==> config.mk <==
export PLATFORM = sky130hd
export DESIGN_NAME = wb_stage_flat
export DESIGN_NICKNAME = d
export VERILOG_FILES = /design/src/rtl/wb_stage_pkg.sv /design/src/rtl/wb_stage_if.sv /design/src/rtl/wb_stage_load_extract.sv /design/src/rtl/wb_stage.sv /design/src/flat_wrapper.sv
export SDC_FILE = /design/constraint.sdc
export NUM_CORES = 1
export LEC_CHECK = 0
export BUFFER_PORTS_ARGS = -buffer_cell sky130_fd_sc_hd__buf_4
export CORE_AREA = 2 2 196 198
export DETAILED_ROUTE_END_ITERATION = 16
export DIE_AREA = 0 0 198 200
export PLACE_DENSITY_LB_ADDON = 0.2
export SLEW_MARGIN = 25
export SYNTH_ARGS = -nofsm -noshare
export SYNTH_HDL_FRONTEND = slang
export SYNTH_HIERARCHICAL = 1
export SYNTH_SLANG_ARGS = --single-unit
==> constraint.sdc <==
create_clock -name clk -period 5.52 [get_ports clk]
set_input_delay 0.552 -clock clk [delete_from_list [all_inputs] [get_ports clk]]
set_output_delay 0.552 -clock clk [all_outputs]
set_load 0.1 [all_outputs]
==> src/rtl/wb_stage_pkg.sv <==
// Shared encodings and constants for the write-back stage.
// Pure definitions: no logic, no latency, no backpressure.
package wb_pkg;
    localparam logic [1:0] EXTR_WORD = 2'b00;
    localparam logic [1:0] EXTR_BYTE = 2'b01;
    localparam logic [1:0] EXTR_HALF = 2'b10;

    localparam logic [1:0] LH_NONE = 2'b00;
    localparam logic [1:0] LH_LO   = 2'b01;
    localparam logic [1:0] LH_HI   = 2'b10;

    localparam int unsigned SYSCALL_HALT = 10;
    localparam logic [4:0]  REG_RA       = 5'd31;
    localparam int unsigned LINK_OFFSET  = 8;
endpackage

==> src/rtl/wb_stage_if.sv <==
// MEM/WB register outputs into write-back plus the regfile write port.
// Wires only: zero latency, no backpressure (the pipeline slot is always consumed).
interface wb_stage_if #(
    parameter int PC_BITS   = 32,
    parameter int IR_BITS   = 32,
    parameter int DATA_BITS = 32
) ();
    logic                 valid;
    logic [PC_BITS-1:0]   PC;
    logic [IR_BITS-1:0]   IR;
    logic                 Jal, MemToReg, RegWrite, ToLH, ExtrSigned, ld, Syscall;
    logic [1:0]           ExtrWord;
    logic [1:0]           LHToReg;
    logic [DATA_BITS-1:0] alu_out, alu_out2, mem_out, lo, hi;
    logic [5:0]           write;
    logic [DATA_BITS-1:0] v0, a0;

    logic                 reg_we;
    logic [4:0]           reg_waddr;
    logic [DATA_BITS-1:0] reg_wdata;

    modport master (
        output valid, PC, IR, Jal, MemToReg, RegWrite, ToLH, ExtrSigned, ld, Syscall,
        output ExtrWord, LHToReg, alu_out, alu_out2, mem_out, lo, hi, write, v0, a0,
        input  reg_we, reg_waddr, reg_wdata
    );

    modport slave (
        input  valid, PC, IR, Jal, MemToReg, RegWrite, ToLH, ExtrSigned, ld, Syscall,
        input  ExtrWord, LHToReg, alu_out, alu_out2, mem_out, lo, hi, write, v0, a0,
        output reg_we, reg_waddr, reg_wdata
    );
endinterface

==> src/rtl/wb_stage_load_extract.sv <==
// Little-endian byte/halfword lane select with sign or zero extension of a loaded word.
// Combinational, zero latency, no backpressure.
module load_extract
    import wb_pkg::*;
#(
    parameter int DATA_BITS = 32
) (
    input  logic [DATA_BITS-1:0] mem_out_i,
    input  logic [1:0]           addr_i,
    input  logic [1:0]           extr_word_i,
    input  logic                 extr_signed_i,
    output logic [DATA_BITS-1:0] ext_o
);
    logic [7:0]  byte_v;
    logic [15:0] half_v;

    always_comb begin
        byte_v = mem_out_i[{addr_i, 3'b000} +: 8];
        // Halfword lane comes from addr[1] only; a misaligned addr[0] is ignored.
        half_v = mem_out_i[{addr_i[1], 4'b0000} +: 16];
        case (extr_word_i)
            EXTR_BYTE: ext_o = {{(DATA_BITS-8){extr_signed_i & byte_v[7]}}, byte_v};
            EXTR_HALF: ext_o = {{(DATA_BITS-16){extr_signed_i & half_v[15]}}, half_v};
            default:   ext_o = mem_out_i;
        endcase
    end
endmodule

==> src/rtl/wb_stage.sv <==
// Write-back: regfile write mux (zero latency), HI/LO, syscall halt/display, perf counters.
// State updates take effect at the next clk edge; no backpressure, every valid slot retires.
module wb_stage
    import wb_pkg::*;
#(
    parameter int PC_BITS   = 32,
    parameter int IR_BITS   = 32,
    parameter int DATA_BITS = 32,
    parameter int CNT_BITS  = 32
) (
    input  logic                 clk,
    input  logic                 rst,
    wb_stage_if.slave            bus,
    output logic [DATA_BITS-1:0] hi_q,
    output logic [DATA_BITS-1:0] lo_q,
    output logic                 halt,
    output logic [DATA_BITS-1:0] disp_q,
    output logic                 disp_upd,
    output logic [CNT_BITS-1:0]  retire_cnt,
    output logic [CNT_BITS-1:0]  load_cnt
);
    logic                 halt_q, halt_d, disp_upd_q, disp_upd_d;
    logic [DATA_BITS-1:0] hi_d, lo_d, disp_d;
    logic [CNT_BITS-1:0]  retire_q, retire_d, load_q, load_d;
    logic                 live;
    logic [4:0]           waddr;
    logic [PC_BITS-1:0]   link_pc;
    logic [DATA_BITS-1:0] load_ext, wdata;
    logic                 unused_ok;

    assign live      = bus.valid & ~halt_q;
    assign unused_ok = ^{bus.IR, bus.alu_out2, bus.write[5]};

    load_extract #(.DATA_BITS(DATA_BITS)) u_extract (
        .mem_out_i     (bus.mem_out),
        .addr_i        (bus.alu_out[1:0]),
        .extr_word_i   (bus.ExtrWord),
        .extr_signed_i (bus.ExtrSigned),
        .ext_o         (load_ext)
    );

    assign link_pc = bus.PC + PC_BITS'(LINK_OFFSET);
    assign waddr   = bus.Jal ? REG_RA : bus.write[4:0];

    always_comb begin
        wdata = bus.alu_out;
        if (bus.Jal)                   wdata = DATA_BITS'(link_pc);
        else if (bus.LHToReg == LH_LO) wdata = lo_q;
        else if (bus.LHToReg == LH_HI) wdata = hi_q;
        else if (bus.MemToReg)         wdata = load_ext;
    end

    // Enable keys off the effective address so jal links to $31 even when write is 0;
    // rst gates it because the enable is combinational and halt_q is already cleared.
    assign bus.reg_we    = live & ~rst & bus.RegWrite & (waddr != 5'd0);
    assign bus.reg_waddr = waddr;
    assign bus.reg_wdata = wdata;

    always_comb begin
        hi_d       = hi_q;
        lo_d       = lo_q;
        halt_d     = halt_q;
        disp_d     = disp_q;
        disp_upd_d = 1'b0;
        retire_d   = retire_q;
        load_d     = load_q;
        if (live) begin
            retire_d = retire_q + CNT_BITS'(1);
            if (bus.ld) load_d = load_q + CNT_BITS'(1);
            if (bus.ToLH) begin
                hi_d = bus.hi;
                lo_d = bus.lo;
            end
            if (bus.Syscall) begin
                if (bus.v0 == DATA_BITS'(SYSCALL_HALT)) begin
                    halt_d = 1'b1;
                end else begin
                    disp_d     = bus.a0;
                    disp_upd_d = 1'b1;
                end
            end
        end
    end

    always_ff @(posedge clk or posedge rst) begin
        if (rst) begin
            hi_q       <= '0;
            lo_q       <= '0;
            halt_q     <= 1'b0;
            disp_q     <= '0;
            disp_upd_q <= 1'b0;
            retire_q   <= '0;
            load_q     <= '0;
        end else begin
            hi_q       <= hi_d;
            lo_q       <= lo_d;
            halt_q     <= halt_d;
            disp_q     <= disp_d;
            disp_upd_q <= disp_upd_d;
            retire_q   <= retire_d;
            load_q     <= load_d;
        end
    end

    assign halt       = halt_q;
    assign disp_upd   = disp_upd_q;
    assign retire_cnt = retire_q;
    assign load_cnt   = load_q;
endmodule

==> src/flat_wrapper.sv <==
// flat-port wrapper written by rule: the top's interface ports become plain ports
module wb_stage_flat import wb_pkg::*;
#(
    parameter int PC_BITS   = 32,
    parameter int IR_BITS   = 32,
    parameter int DATA_BITS = 32,
    parameter int CNT_BITS  = 32
)
  (clk, rst, hi_q, lo_q, halt, disp_q, disp_upd, retire_cnt, load_cnt, bus_valid, bus_PC, bus_IR, bus_Jal, bus_MemToReg, bus_RegWrite, bus_ToLH, bus_ExtrSigned, bus_ld, bus_Syscall, bus_ExtrWord, bus_LHToReg, bus_alu_out, bus_alu_out2, bus_mem_out, bus_lo, bus_hi, bus_write, bus_v0, bus_a0, bus_reg_we, bus_reg_waddr, bus_reg_wdata);
  wb_stage_if #(.PC_BITS(PC_BITS), .IR_BITS(IR_BITS), .DATA_BITS(DATA_BITS)) bus_i ();
  input  logic clk;
  input  logic rst;
  output logic [DATA_BITS-1:0] hi_q;
  output logic [DATA_BITS-1:0] lo_q;
  output logic halt;
  output logic [DATA_BITS-1:0] disp_q;
  output logic disp_upd;
  output logic [CNT_BITS-1:0] retire_cnt;
  output logic [CNT_BITS-1:0] load_cnt;
  input wire logic [$bits(bus_i.valid)-1:0] bus_valid;
  input wire logic [$bits(bus_i.PC)-1:0] bus_PC;
  input wire logic [$bits(bus_i.IR)-1:0] bus_IR;
  input wire logic [$bits(bus_i.Jal)-1:0] bus_Jal;
  input wire logic [$bits(bus_i.MemToReg)-1:0] bus_MemToReg;
  input wire logic [$bits(bus_i.RegWrite)-1:0] bus_RegWrite;
  input wire logic [$bits(bus_i.ToLH)-1:0] bus_ToLH;
  input wire logic [$bits(bus_i.ExtrSigned)-1:0] bus_ExtrSigned;
  input wire logic [$bits(bus_i.ld)-1:0] bus_ld;
  input wire logic [$bits(bus_i.Syscall)-1:0] bus_Syscall;
  input wire logic [$bits(bus_i.ExtrWord)-1:0] bus_ExtrWord;
  input wire logic [$bits(bus_i.LHToReg)-1:0] bus_LHToReg;
  input wire logic [$bits(bus_i.alu_out)-1:0] bus_alu_out;
  input wire logic [$bits(bus_i.alu_out2)-1:0] bus_alu_out2;
  input wire logic [$bits(bus_i.mem_out)-1:0] bus_mem_out;
  input wire logic [$bits(bus_i.lo)-1:0] bus_lo;
  input wire logic [$bits(bus_i.hi)-1:0] bus_hi;
  input wire logic [$bits(bus_i.write)-1:0] bus_write;
  input wire logic [$bits(bus_i.v0)-1:0] bus_v0;
  input wire logic [$bits(bus_i.a0)-1:0] bus_a0;
  output wire logic [$bits(bus_i.reg_we)-1:0] bus_reg_we;
  output wire logic [$bits(bus_i.reg_waddr)-1:0] bus_reg_waddr;
  output wire logic [$bits(bus_i.reg_wdata)-1:0] bus_reg_wdata;
  assign bus_i.valid = bus_valid;
  assign bus_i.PC = bus_PC;
  assign bus_i.IR = bus_IR;
  assign bus_i.Jal = bus_Jal;
  assign bus_i.MemToReg = bus_MemToReg;
  assign bus_i.RegWrite = bus_RegWrite;
  assign bus_i.ToLH = bus_ToLH;
  assign bus_i.ExtrSigned = bus_ExtrSigned;
  assign bus_i.ld = bus_ld;
  assign bus_i.Syscall = bus_Syscall;
  assign bus_i.ExtrWord = bus_ExtrWord;
  assign bus_i.LHToReg = bus_LHToReg;
  assign bus_i.alu_out = bus_alu_out;
  assign bus_i.alu_out2 = bus_alu_out2;
  assign bus_i.mem_out = bus_mem_out;
  assign bus_i.lo = bus_lo;
  assign bus_i.hi = bus_hi;
  assign bus_i.write = bus_write;
  assign bus_i.v0 = bus_v0;
  assign bus_i.a0 = bus_a0;
  assign bus_reg_we = bus_i.reg_we;
  assign bus_reg_waddr = bus_i.reg_waddr;
  assign bus_reg_wdata = bus_i.reg_wdata;
  wb_stage #(.PC_BITS(PC_BITS), .IR_BITS(IR_BITS), .DATA_BITS(DATA_BITS), .CNT_BITS(CNT_BITS)) u_core (.clk(clk), .rst(rst), .bus(bus_i), .hi_q(hi_q), .lo_q(lo_q), .halt(halt), .disp_q(disp_q), .disp_upd(disp_upd), .retire_cnt(retire_cnt), .load_cnt(load_cnt));
endmodule
==> impl_metrics.py <==
metrics = {
    "run": {
        "max_cap_viol_count": 0,
    },
    "critical_path": {
        "start_kind": "input pin",
        "cp_data_required_time_ps": 4970,
        "cp-end-kind": "primary output",
        "crit_fanout": 7,
        "critPathArrivalTime_ps": 3230,
        "crit_type": "in -> out",
    },
    "timing": {
        "slew_headroom_pct": 34.6,
        "worst_slew_pin_slew_ps": 981,
        "hold_ws_ps": 241,
        "min_period_ps": 3780,
        "hold_viol": 0,
        "finalSetupViolations": 0,
        "slew_violations": 0,
        "rsz0062_at_grt": "no",
        "fmax_mhz": 265,
        "tns_ps": 0,
        "fin_crit_sh_pct": 68.5,
        "skew_ps": 12.3,
    },
    "clock_network": {
        "clkSlewWorstSetupHoldPaths_ps": 70,
        "cts_tree": "yes",
        "cts.sinks": 162,
        "cts_buffer_depth": 2,
        "cts-root-buf": "clkbuf_16",
        "cts_setup_buffers": 0,
        "ctsHoldBuffers": 0,
        "htreeDepth": 4,
        "post_cts_resized": 0,
        "clkLatencyLatePin_ps": 440,
        "cts_inserted_buffers": 17,
    },
    "route": {
        "totalWireLength_mm": 38.8,
        "first_iter_violations": 355,
        "drc": 0,
        "first_pass_iters": 5,
        "via_per_inst": 4.83,
        "vias": 8872,
        "wl_per_cell_um": 21.1,
        "postRouteAntennaNets": 0,
    },
    "status": {
        "outcome": "finished clean",
    },
    "global_route": {
        "gr-total-overflow": 0,
        "grt_pass1_vias": 9118,
        "grt_max_degree": 132,
        "grt_usage_pct": 19.2,
        "antenna_found_initial": 1,
        "grt_pass1_wl_mm": 56.2,
    },
    "die": {
        "die_area_um2": 39600,
        "core_um2": 37400,
        "initial_utilization_pct": 25.2,
        "rows": 71,
        "fp.dieH_um": 200,
        "ioPinCount": 508,
        "die_w_um": 198,
    },
    "layout": {
        "finalNetCount": 1623,
        "fillers": 3827,
        "drive_gt1_share_pct": 46.6,
        "areaGrowthSynthToFinish_pct": 46.4,
        "register_area_um2": 4050,
        "multi_input_area_um2": 5030,
    },
    "placed_design": {
        "place.gp.congestion": 0.848,
        "dp_hpwl_mm": 30.2,
        "portBuffers": 442,
    },
    "yosys": {
        "yosysUniqueCellTypes": 52,
        "synth_nets": 1216,
        "synth_edf_count": 0,
        "syn_area_um2": 9420,
        "synthArstFlopShare_pct": 100,
        "synthTopCellsByCount": "dfrtp_1, mux2_2, a21oi_1",
        "ys_seq_area_share_pct": 43.0,
        "synth-main-ff-cell": "dfrtp_1",
        "ys.warnings.count": 6,
        "yosys-top-cells-area": "dfrtp_1, mux2_2, xnor2_1, mux2i_1, a211oi_1",
        "yosysTopAreaCellShare_pct": 43.0,
        "syn_inst": 903,
        "avgSynthCellArea_um2": 10.4,
        "synth_seq_cells": 162,
        "yosys.area.top_type": "dfrtp_1",
        "synth_most_common_cell": "dfrtp_1",
    },
    "worst_hold_path": {
        "hp-class": "in -> async",
    },
    "power": {
        "cellPowerDensity_nw_per_um2": 369,
        "p_leak_nw": 6.35,
        "peakVddDrop_mv": 0.220,
        "power.total_mw": 5.09,
    },
}
-- sequential cells by signal, indices dropped and copies added (netlist names) --
signal	flops
u_core/retire_cnt	32
u_core/disp_upd	1
u_core/halt	1
u_core/disp_q	32
u_core/hi_q	32
u_core/load_cnt	32
u_core/lo_q	32
-- worst max-delay path, stage by stage --
cell,delay [ps]
buf_4,110
inv_1,50
ha_1,140
nor2b_1,350
nor2_1,80
o21ai_1,490
o2bb2ai_1,180
mux2i_1,280
a211oi_1,350
a21oi_1,60
o21ai_0,230
buf_4,340
-- metal layers --
layer,track usage (%),wire (µm)
met5,0,0
met4,6.24,856
met3,5.88,3120
met2,34.1,19400
met1,22.1,15400
-- final timing paths --
path | startpoint | to | slack (ps) | depth (start not counted)
worst max register to register | u_core/load_cnt[7] | u_core/load_cnt[27] | 3300 | 4
worst min register to register | u_core/retire_cnt[31] | u_core/retire_cnt[31] | 470 | 1
worst min-delay path | rst | u_core/load_cnt[27] | 240 | 3
min in group clk | bus_lo[8] | u_core/lo_q[8] | 340 | 2
worst max-delay path | bus_ExtrWord[1] | bus_reg_wdata[1] | 1740 | 12
max in group asynchronous | rst | u_core/load_cnt[25] | 4100 | 4
-- metrics by stage --
step	utilization [%]	cell area, µm²	instances	setup WS (ps)
final	36.9	13800	1835	1740
after CTS	36.9	13800	1834	1720
after detailed placement	35.3	13200	1802	1740
after global placement	35.2	13200	1802	1740
after global routing	36.9	13800	1835	1540
after floorplan	-	9420	903	900
-- area by class of cell --
| type | count | area share, % |
|---|---|---|
| multi-input combinational | 660 | 36.4 |
| timing repair buffer | 451 | 24.6 |
| clock buffer | 20 | 3.31 |
| tap | 511 | 4.64 |
| clock inverter | 12 | 1.03 |
| antenna | 1 | 0.0181 |
| inverter | 18 | 0.517 |
| sequential | 162 | 29.4 |
-- power breakdown --
group	switching [mW]	leakage, nW	internal [mW]
Combinational	1.77	4.05	0.566
Sequential	0.150	2.00	1.34
Clock	0.558	0.297	0.703
-- logic make-up after synthesis --
group | after synthesis | synth area share (%)
xor+xnor | 76 | 7.07
compound gates | 182 | 13.3
mux | 139 | 16.3
fa+ha+maj | 5 | 0.664
flops | 162 | 43.0
simple gates | 258 | 15.9
buf+inv | 81 | 3.75
-- layout by cell type (no fill, tap or decap), types with 23 or more instances in the layout --
cell type,synthesis,layout
xnor2_1,53,52
nand4_1,34,34
nand3_1,24,24
dfrtp_1,162,162
nor2b_1,23,23
xor2_1,23,23
nand2_1,49,48
mux2i_1,33,33
a21oi_1,56,56
mux2_2,104,104
a211oi_1,38,38
nor2_1,28,28
buf_4,1,450
(Power assumes the default switching activity.)
